File: src/rtl/adc_spi_resp.sv
// -----------------------------------------------------------------------------
// adc_spi_resp
//
// Behavioural stand-in for the 8-channel, 12-bit IR-sensor ADC at the far end
// of the line-sensor SPI link. It answers the line-sensor initiator in place of
// the physical converter.
//
// Each 16-bit frame shifts out the conversion of the channel that was
// addressed in the *previous* frame. This matches the real ADC's pipelined
// addressing. Channel values are loaded by the bench or host through a simple
// write port.
//
// Optional build macro:
//   ADC_NOISE_EN - When defined, an 8-bit LFSR adds -4..+3 of noise to every
//                  loaded word, and the result is saturated to 0..2^DATA_W-1.
//                  When undefined, the returned words are exact.
//
// Ports:
//   clk        in   system clock (50 MHz)
//   rst_n      in   asynchronous active-low reset
//   SS_n       in   slave select from initiator, active low
//   SCLK       in   SPI clock from initiator, idles high
//   MOSI       in   command bits from initiator, sampled on SCLK rise
//   MISO       out  conversion bits to initiator, changes on SCLK fall
//   wr_en      in   channel-value write strobe
//   wr_ch      in   channel to write
//   wr_data    in   value to write
//   frame_done out  one-clk pulse per completed 16-bit frame
//   frame_cnt  out  completed-frame count, wraps
//   cur_ch     out  channel whose data the next frame returns
// -----------------------------------------------------------------------------
module adc_spi_resp #(
   parameter int                NUM_CH   = 8,
   parameter int                DATA_W   = 12,
   parameter int                ADDR_LSB = 11,
   parameter logic [DATA_W-1:0] RST_VAL  = 12'h800,
   parameter int                CH_W     = $clog2(NUM_CH)
) (
   input  logic              clk,
   input  logic              rst_n,
   input  logic              SS_n,
   input  logic              SCLK,
   input  logic              MOSI,
   output logic              MISO,
   input  logic              wr_en,
   input  logic [CH_W-1:0]   wr_ch,
   input  logic [DATA_W-1:0] wr_data,
   output logic              frame_done,
   output logic [15:0]       frame_cnt,
   output logic [CH_W-1:0]   cur_ch
);

   typedef enum logic [1:0] {
      ST_IDLE  = 2'd0,
      ST_SHIFT = 2'd1,
      ST_DONE  = 2'd2
   } state_t;

   // ---------------------------------------------------------------------------
   // Input synchronisers.
   // Bits [1:0] form the two-flop synchroniser; bit [2] is the edge-detect
   // history. SS_n and SCLK reset to their idle-high level, so that leaving
   // reset never looks like an edge.
   // ---------------------------------------------------------------------------
   logic [2:0] r_ss_sync;
   logic [2:0] r_sclk_sync;
   logic [1:0] r_mosi_sync;

   // Two-flop synchronisers plus edge-history flop for the SPI pins
   always_ff @(posedge clk or negedge rst_n) begin
      if (!rst_n) begin
         r_ss_sync   <= 3'b111;
         r_sclk_sync <= 3'b111;
         r_mosi_sync <= 2'b00;
      end else begin
         r_ss_sync   <= {r_ss_sync[1:0], SS_n};
         r_sclk_sync <= {r_sclk_sync[1:0], SCLK};
         r_mosi_sync <= {r_mosi_sync[0], MOSI};
      end
   end

   logic w_ss_high;
   logic w_ss_fall;
   logic w_ss_rise;
   logic w_sclk_rise;
   logic w_sclk_fall;
   logic w_mosi;

   assign w_ss_high   = r_ss_sync[1];
   assign w_ss_fall   = r_ss_sync[2] & ~r_ss_sync[1];
   assign w_ss_rise   = ~r_ss_sync[2] & r_ss_sync[1];
   assign w_sclk_rise = ~r_sclk_sync[2] & r_sclk_sync[1];
   assign w_sclk_fall = r_sclk_sync[2] & ~r_sclk_sync[1];
   // MOSI has the same two-flop latency as SCLK, so it stays aligned with
   // the synced SCLK rise.
   assign w_mosi      = r_mosi_sync[1];

   // ---------------------------------------------------------------------------
   // Channel value registers.
   // ---------------------------------------------------------------------------
   logic [DATA_W-1:0] r_chan [NUM_CH];

   // Host-side write port into the channel registers
   always_ff @(posedge clk or negedge rst_n) begin
      if (!rst_n) begin
         for (int i = 0; i < NUM_CH; i++) begin
            r_chan[i] <= RST_VAL;
         end
      end else if (wr_en) begin
         r_chan[wr_ch] <= wr_data;
      end else begin
         r_chan[wr_ch] <= r_chan[wr_ch];
      end
   end

   // ---------------------------------------------------------------------------
   // FSM registers.
   // ---------------------------------------------------------------------------
   state_t            r_state;
   logic              r_done_first;
   logic [15:0]       r_tx_shft;
   logic [15:0]       r_rx_shft;
   logic [4:0]        r_bit_cnt;
   logic              r_miso;
   logic              r_frame_done;
   logic [15:0]       r_frame_cnt;
   logic [CH_W-1:0]   r_cur_ch;
   logic [15:0]       w_load_word;

`ifdef ADC_NOISE_EN
   // ---------------------------------------------------------------------------
   // Noise source.
   // Fibonacci LFSR, x^8+x^6+x^5+x^4+1. It steps once per completed frame.
   // ---------------------------------------------------------------------------
   logic [7:0] r_lfsr;

   function automatic logic [7:0] f_lfsr_next(input logic [7:0] cur);
      return {cur[6:0], cur[7] ^ cur[5] ^ cur[4] ^ cur[3]};
   endfunction

   // Add a signed 3-bit offset (-4..+3) and clamp to the converter range.
   // The sum is two bits wider than the data:
   //   - the top bit flags an underflow below zero;
   //   - the next bit flags an overflow past full scale.
   function automatic logic [DATA_W-1:0] f_noisy(input logic [DATA_W-1:0] d,
                                                 input logic [2:0]        n);
      logic [DATA_W+1:0] sum;
      sum = {2'b00, d} + {{(DATA_W-1){n[2]}}, n};
      if (sum[DATA_W+1]) begin
         return {DATA_W{1'b0}};
      end else if (sum[DATA_W]) begin
         return {DATA_W{1'b1}};
      end else begin
         return sum[DATA_W-1:0];
      end
   endfunction

   // LFSR advances on the first DONE cycle of each completed frame
   always_ff @(posedge clk or negedge rst_n) begin
      if (!rst_n) begin
         r_lfsr <= 8'hA5;
      end else if ((r_state == ST_DONE) && r_done_first) begin
         r_lfsr <= f_lfsr_next(r_lfsr);
      end else begin
         r_lfsr <= r_lfsr;
      end
   end

   // Word presented at frame start: noisy channel value, zero-padded to 16 bits
   always_comb begin
      w_load_word = {{(16-DATA_W){1'b0}}, f_noisy(r_chan[r_cur_ch], r_lfsr[2:0])};
   end
`else
   // Word presented at frame start: exact channel value, zero-padded to 16 bits.
   // A write landing on the same edge as the load is not yet visible here,
   // so a colliding write takes effect from the following frame.
   always_comb begin
      w_load_word = {{(16-DATA_W){1'b0}}, r_chan[r_cur_ch]};
   end
`endif

   // ---------------------------------------------------------------------------
   // Frame FSM.
   // MISO is registered: it is updated on the same edge that loads or shifts
   // tx_shft, so it always equals the bit the initiator should see next.
   // ---------------------------------------------------------------------------
   // Frame sequencing, shift registers and registered outputs
   always_ff @(posedge clk or negedge rst_n) begin
      if (!rst_n) begin
         r_state      <= ST_IDLE;
         r_done_first <= 1'b0;
         r_tx_shft    <= 16'h0000;
         r_rx_shft    <= 16'h0000;
         r_bit_cnt    <= 5'd0;
         r_miso       <= 1'b0;
         r_frame_done <= 1'b0;
         r_frame_cnt  <= 16'h0000;
         r_cur_ch     <= {CH_W{1'b0}};
      end else begin
         r_frame_done <= 1'b0;
         case (r_state)
            ST_IDLE: begin
               if (w_ss_fall) begin
                  r_tx_shft <= w_load_word;
                  r_rx_shft <= 16'h0000;
                  r_bit_cnt <= 5'd0;
                  r_miso    <= w_load_word[15];
                  r_state   <= ST_SHIFT;
               end else begin
                  r_miso    <= 1'b0;
               end
            end

            ST_SHIFT: begin
               // A full frame takes priority over a late deselect. Any other
               // deselect aborts without touching the address or the count.
               if (r_bit_cnt == 5'd16) begin
                  r_state      <= ST_DONE;
                  r_done_first <= 1'b1;
                  r_miso       <= 1'b0;
               end else if (w_ss_rise) begin
                  r_state      <= ST_IDLE;
                  r_miso       <= 1'b0;
               end else if (w_sclk_rise) begin
                  r_rx_shft    <= {r_rx_shft[14:0], w_mosi};
                  r_bit_cnt    <= r_bit_cnt + 5'd1;
               end else if (w_sclk_fall) begin
                  r_tx_shft    <= {r_tx_shft[14:0], 1'b0};
                  r_miso       <= r_tx_shft[14];
               end else begin
                  r_miso       <= r_tx_shft[15];
               end
            end

            ST_DONE: begin
               r_miso <= 1'b0;
               if (r_done_first) begin
                  r_done_first <= 1'b0;
                  r_cur_ch     <= r_rx_shft[ADDR_LSB +: CH_W];
                  r_frame_done <= 1'b1;
                  r_frame_cnt  <= r_frame_cnt + 16'd1;
               end else if (w_ss_high) begin
                  r_state      <= ST_IDLE;
               end else begin
                  r_state      <= ST_DONE;
               end
            end

            default: begin
               r_state      <= ST_IDLE;
               r_done_first <= 1'b0;
               r_miso       <= 1'b0;
            end
         endcase
      end
   end

   // Only the address field of the received word is consumed. The remaining
   // command bits are don't-care for this converter model.
   logic w_unused_rx;
   assign w_unused_rx = ^r_rx_shft;

   assign MISO       = r_miso;
   assign frame_done = r_frame_done;
   assign frame_cnt  = r_frame_cnt;
   assign cur_ch     = r_cur_ch;

endmodule

File: config.mk
export PLATFORM = sky130hd
export DESIGN_NAME = adc_spi_resp
export DESIGN_NICKNAME = d
export VERILOG_FILES = /design/src/rtl/adc_spi_resp.sv
export SDC_FILE = /design/constraint.sdc
export NUM_CORES = 1
export LEC_CHECK = 0
export CORE_ASPECT_RATIO = 2
export CORE_MARGIN = 2
export CORE_UTILIZATION = 50
export CTS_BUF_LIST = sky130_fd_sc_hd__clkbuf_4 sky130_fd_sc_hd__clkbuf_8
export DETAILED_ROUTE_END_ITERATION = 10
export DONT_BUFFER_PORTS = 1
export GPL_TIMING_DRIVEN = 0
export PLACE_DENSITY_LB_ADDON = 0.2
export SLEW_MARGIN = 10
export SYNTH_ARGS = -nofsm -noshare
export SYNTH_HDL_FRONTEND = slang
export SYNTH_SLANG_ARGS = --single-unit
File: constraint.sdc
create_clock -name clk -period 1.88 [get_ports clk]
set_input_delay 0.376 -clock clk [delete_from_list [all_inputs] [get_ports clk]]
set_output_delay 0.376 -clock clk [all_outputs]
set_load 0.01 [all_outputs]
Word-level counts from Yosys, hierarchy flattened
Cells that the tools add are included.
- $lt $le $gt $ge: 3
- reductions and logical operators: 8
- $add $sub $neg: 2
- bitwise gates (word level): 11
- multiplexer cells: 42
- equal/unequal tests: 13
- operator list (kind ; count):
    bitwise mux 96 bit ; 2
    2-to-1 mux 96 bit ; 1
    2-to-1 mux 16 bit ; 5
    binary-select mux 12 bit (select 3 bit) ; 2
    2-to-1 mux 12 bit ; 5
    2-to-1 mux 14 bit ; 4
    demux 12 bit (select 3 bit) ; 1
    case mux 16 bit (2 select lines) ; 1
    case mux 14 bit (2 select lines) ; 1
    2-to-1 mux 5 bit ; 4
    adder 16 x 1 -> 16 bit, second input constant ; 1
    inequality test 2 bit, second input constant ; 8
    2-to-1 mux 2 bit ; 5
    case mux 5 bit (2 select lines) ; 1
    >= comparator 4 bit, second input constant ; 2
    2-to-1 mux 1 bit ; 8
    NOT 3 -> 4 bit ; 2
    case mux 2 bit (3 select lines) ; 1
    AND reduction 6 bit ; 1
    adder 5 x 1 -> 5 bit, second input constant ; 1
    == test 5 bit, second input constant ; 1
    NOT 1 bit ; 5
    AND reduction 5 bit ; 1
    bitwise AND 1 bit ; 4
    other kinds (11) ; 12
- input port bits: 21
- output and inout bits: 21
- bits in registers: 163

Longest topological paths before layout
- depth in word-level cells: 7
- gate-level depth with buffers: 9

Worst setup path before layout
OpenSTA, ideal clock, no wires.
- path kind: reg-to-reg
- start: register r_cur_ch[0], in the netlist cur_ch[0]
- end: register r_tx_shft[6]
- setup slack: 0.041 ns
- period minus slack after synthesis: 1.839 ns
- data required time: 1.745 ns
- arrival: 1.705 ns
- stages on the path, launching flop included: 6
- path through: dfrtp_1 > buf_2 > buf_2 > mux4_2 > a22oi_1 > o211ai_1
- longest elaborated chain between the ends: 6
- ends and longest elaborated chain (item ; RTL line ; text):
    start: declaration ; 127 ; logic [CH_W-1:0] r_cur_ch;
    start signal: assignment ; 198 ; r_cur_ch <= {CH_W{1'b0}};
    start signal: assignment ; 239 ; r_cur_ch <= r_rx_shft[ADDR_LSB +: CH_W];
    NOT 3 -> 4 bit (not written as such) ; 178 ; w_load_word = {{(16-DATA_W){1'b0}}, r_chan[r_cur_ch]};
    binary-select mux 12 bit (select 3 bit) ; 178 ;
    2-to-1 mux 12 bit (not written as such) (2 in a row) ; 178 ;
    2-to-1 mux 16 bit ; 203 ; if (w_ss_fall) begin
    case mux 16 bit (2 select lines) ; 201 ; case (r_state)
    end signal: assignment ; 204 ; r_tx_shft <= w_load_word;
    end signal: assignment ; 228 ; r_tx_shft <= {r_tx_shft[14:0], 1'b0};
    end: declaration ; 121 ; logic [15:0] r_tx_shft;
No other way between the ends. The select of a mux whose other input is x is not followed.
A chain may end at the register's enable or synchronous reset.

Final worst setup path
- start: register r_cur_ch[0], in the netlist cur_ch[0]
- end: register r_tx_shft[7]
The elaborated chain is that of the path after synthesis.

==> metrics.csv <==
stage;metric;value;unit
status;outcome;finished with violations;
status;failing checks;hold timing;
clock_network;H-tree depth;4;
sta;Slew Limit Fails;0;
sta;Setup Skew;0.0151;ns
logic_synthesis;Yosys top cell area share;44.6;%
sta;Final Worst Setup Slack;0.0290;ns
floorplanning;Die X;95.4;µm
critical_path;crit path DAT;2.19;ns
sta;Fin Hold WS;-0.406;ns
placement;DP HPWL;17.6;mm
critical_path;crit end category;flip-flop;
global_route;GR Util met2;51.6;%
power;P_int;0.00608;W
clock_network;CTS tree;built;
floorplanning;Initial Util;51.1;%
clock_network;clock buffer depth;2;
clock_network;TritonCTS Buffers;17;
detailed_routing;via count;6812;
floorplanning;Core Area;16400;µm²
detailed_routing;Remaining DRCs;0;
placement;I/O Buffers;0;
placement;gp weighted congestion;1.01;
placement;Setup WS pre-CTS;-0.774;ns
clock_network;clk_lat worst skew;0.47;ns
critical_path;CP Cell Sequence;buf_6 -> buf_12 -> mux4_2 -> a22oi_2 -> o211ai_1;
logic_synthesis;mapped cell area;8350;µm²
logic_synthesis;Synth Warn #;0;
power;leakage power;4.01;nW
cells_and_area;diode count;0;
global_route;GRT Total Usage;30.1;%
logic_synthesis;Avg Inst Size Synth;10.8;µm²
clock_network;CTS Hold Bufs;3;
critical_path;worst r2r path cells;5;
global_route;first-pass GRT wire length;39.5;mm
power;Power Total;0.00887;W
detailed_routing;drt total wl;25.9;mm
critical_path;Max stage delay on crit path;0.54;ns
critical_path;CP delay by family, top;multiplexers;
power;Reg power frac;51.1;%
sta;# setup viols final;0;
logic_synthesis;Synth async-reset ratio;100;%
sta;final cycle utilization of the critical path;98.5;%
floorplanning;row count;66;
logic_synthesis;Cells after Synth;775;
global_route;met1 Use GR;32.5;%
run;max cap viols;0;
logic_synthesis;top post-synthesis cells by area;dfrtp_1, mux4_2, nand2_1, dfstp_2, o31ai_1;
critical_path;Crit Path Category;reg2reg;
cells_and_area;Layout area overhead;13.1;%
placement;placed cell count;979;
global_route;largest net degree at the start of global routing;164;
logic_synthesis;Post-synth EDFFs;0;
cells_and_area;layout cells sized above 1;22.8;%
detailed_routing;DR iter-0 viols;550;
sta;final hold vios;163;
detailed_routing;DR pass1 iterations;6;
logic_synthesis;sequential area share after synthesis;49.0;%
detailed_routing;Routed Antenna Nets;0;
detailed_routing;vias per cell;6.59;
critical_path;Worst Path Buf+Inv;2;
critical_path;R2R setup slack;0.03;ns
logic_synthesis;post-synthesis net count;799;
detailed_routing;routed len/inst;25.0;µm
global_route;global route hottest layer;met2;
logic_synthesis;Synth area leader;dfrtp_1;
floorplanning;IO Pins;42;
sta;post-layout minimum cycle time;1.85;ns
critical_path;Crit-path slowest cell;mux4_2;
logic_synthesis;Primary FF master, synth;dfrtp_1;
critical_path;Worst EP required;2.22;ns
floorplanning;die area;17800;µm²
power;Clock power frac;29.8;%
critical_path;FF-to-FF End;r_tx_shft[7];
power;VDD IR-drop max;0.000699;V
cells_and_area;fill count;1400;
logic_synthesis;Distinct cells, synth;76;
sta;slew at the pin closest to its max-slew limit;0.957;ns
logic_synthesis;top-count cell post-synth;dfrtp_1;
logic_synthesis;synthesized flop and latch total;163;
sta;RSZ-0062 raised after global routing;yes;
worst_hold_path;Hold Crit Class;in2async;
global_route;initial antenna violation count;0;
power;Power Density;939;nW/µm²
cells_and_area;fin cells;1034;
sta;FMAX;540;MHz
global_route;vias in the first global route;7087;
floorplanning;Die Y;187;µm
critical_path;worst-path maximum fanout;10;
clock_network;TritonCTS Sinks;163;
sta;Slew headroom;35.7;%
critical_path;CP Launch Type;flip-flop;
power;Switch Pwr;0.00279;W
logic_synthesis;Post-synth top cells;dfrtp_1, nand2_1, o21ai_0, o31ai_1, nand3_1;
global_route;met3 Usage GRT;5.65;%
clock_network;Worst-path clk slew;0.10;ns
global_route;grt ovf;0;
power;fraction of power consumed by combinational cells;19.1;%
cells_and_area;Final #Nets;841;
critical_path;r2r startpoint;cur_ch[0];
clock_network;CTS root buffer;clkbuf_8;
power;sw frac;31.4;%
## worst max path at each step
stage / slack [ns] / depth (start not counted) / startpoint / to
after detailed placement: -0.77 / 5 / cur_ch[1] / r_tx_shft[7]
after CTS: 0.005 / 8 / r_bit_cnt[0] / r_tx_shft[9]
after floorplan: 0.04 / 5 / cur_ch[0] / r_tx_shft[6]
final: 0.03 / 5 / cur_ch[0] / r_tx_shft[7]
after global placement: -0.79 / 5 / cur_ch[1] / r_tx_shft[7]
after global routing: -0.05 / 6 / r_state[0] / frame_cnt[13]
## state kept, by name, summed over array words and instances, names as in the netlist
signal        flops
r_sclk_sync       3
frame_done        1
r_bit_cnt         5
r_tx_shft        16
r_mosi_sync       2
r_rx_shft        14
MISO              1
r_chan           96
r_ss_sync         3
cur_ch            3
r_done_first      1
frame_cnt        16
r_state           2
## placed cells by master, fill, tap and decap left out, types with 6 or more instances in the layout
cell type and instances:
mux4_2 31, nor2b_1 9, nor3_1 9, a211oi_1 7, clkbuf_8 18, a21oi_1 26, buf_2 10, buf_4 24
o21ai_0 58, a22o_1 15, dfrtp_1 149, nand2b_1 6, o31ai_1 39, o211ai_1 11, inv_1 24, a22oi_2 8
clkbuf_1 9, mux2i_1 17, nand3_1 31, nor2_1 25, nand2_1 119, mux2_2 7, dfstp_2 14, buf_6 22
xnor2_1 10
## through the flow
step | cell area [µm²] | util, % | setup TNS (ns)
after floorplan | 8350 | - | 0
after global placement | 8610 | 52.6 | -42.93
after detailed placement | 8610 | 52.6 | -45.55
after CTS | 9300 | 56.9 | 0
after global routing | 9440 | 57.8 | -0.124
final | 9440 | 57.8 | 0
## what timing repair did
action | in CTS | in global routing
setup buffers | 15 | 6
resized for setup | 36 | 33
cloned | 1 | 0
endpoints found under the hold margin | 166 | 163
setup endpoints to repair | 62 | 61
pin swaps | 4 | 11
## routing by layer
metal  up-vias  routed length [µm]
li1       2910                   -
met4         0                2060
met2       353               13600
met5         -                   0
met1      3413                8720
met3       136                1510
## cell type report
type / instances / area (µm²) / share of cell area, %
Sequential cell: 163 / 4100 / 43.4
Buffer: 58 / 462 / 4.89
Multi-Input combinational cell: 528 / 3920 / 41.5
Clock buffer: 17 / 234 / 2.48
Tap cell: 204 / 255 / 2.70
Clock inverter: 15 / 169 / 1.79
Inverter: 24 / 90.1 / 0.954
Timing Repair Buffer: 25 / 223 / 2.36
## cells by family after synthesis
kind of cell / synth area share (%)
adders and majority gates: 0.449
DFF: 49.0
and+or+nand+nor: 15.4
AOI/OAI and AO/OA: 16.2
muxes: 11.9
xor gates and xnor gates: 1.57
buffers and inverters: 5.48
## power groups by stage
stage | registers [W] | logic [W] | clock network [W]
2_1_floorplan | 0.00441 | 0.00120 | 0
3_3_place_gp | 0.00453 | 0.00147 | 0
3_5_place_dp | 0.00457 | 0.00154 | 0
4_1_cts | 0.00450 | 0.00161 | 0.00267
5_1_grt | 0.00457 | 0.00184 | 0.00284
6_report | 0.00453 | 0.00169 | 0.00265
Power figures use the tool's default switching activity.
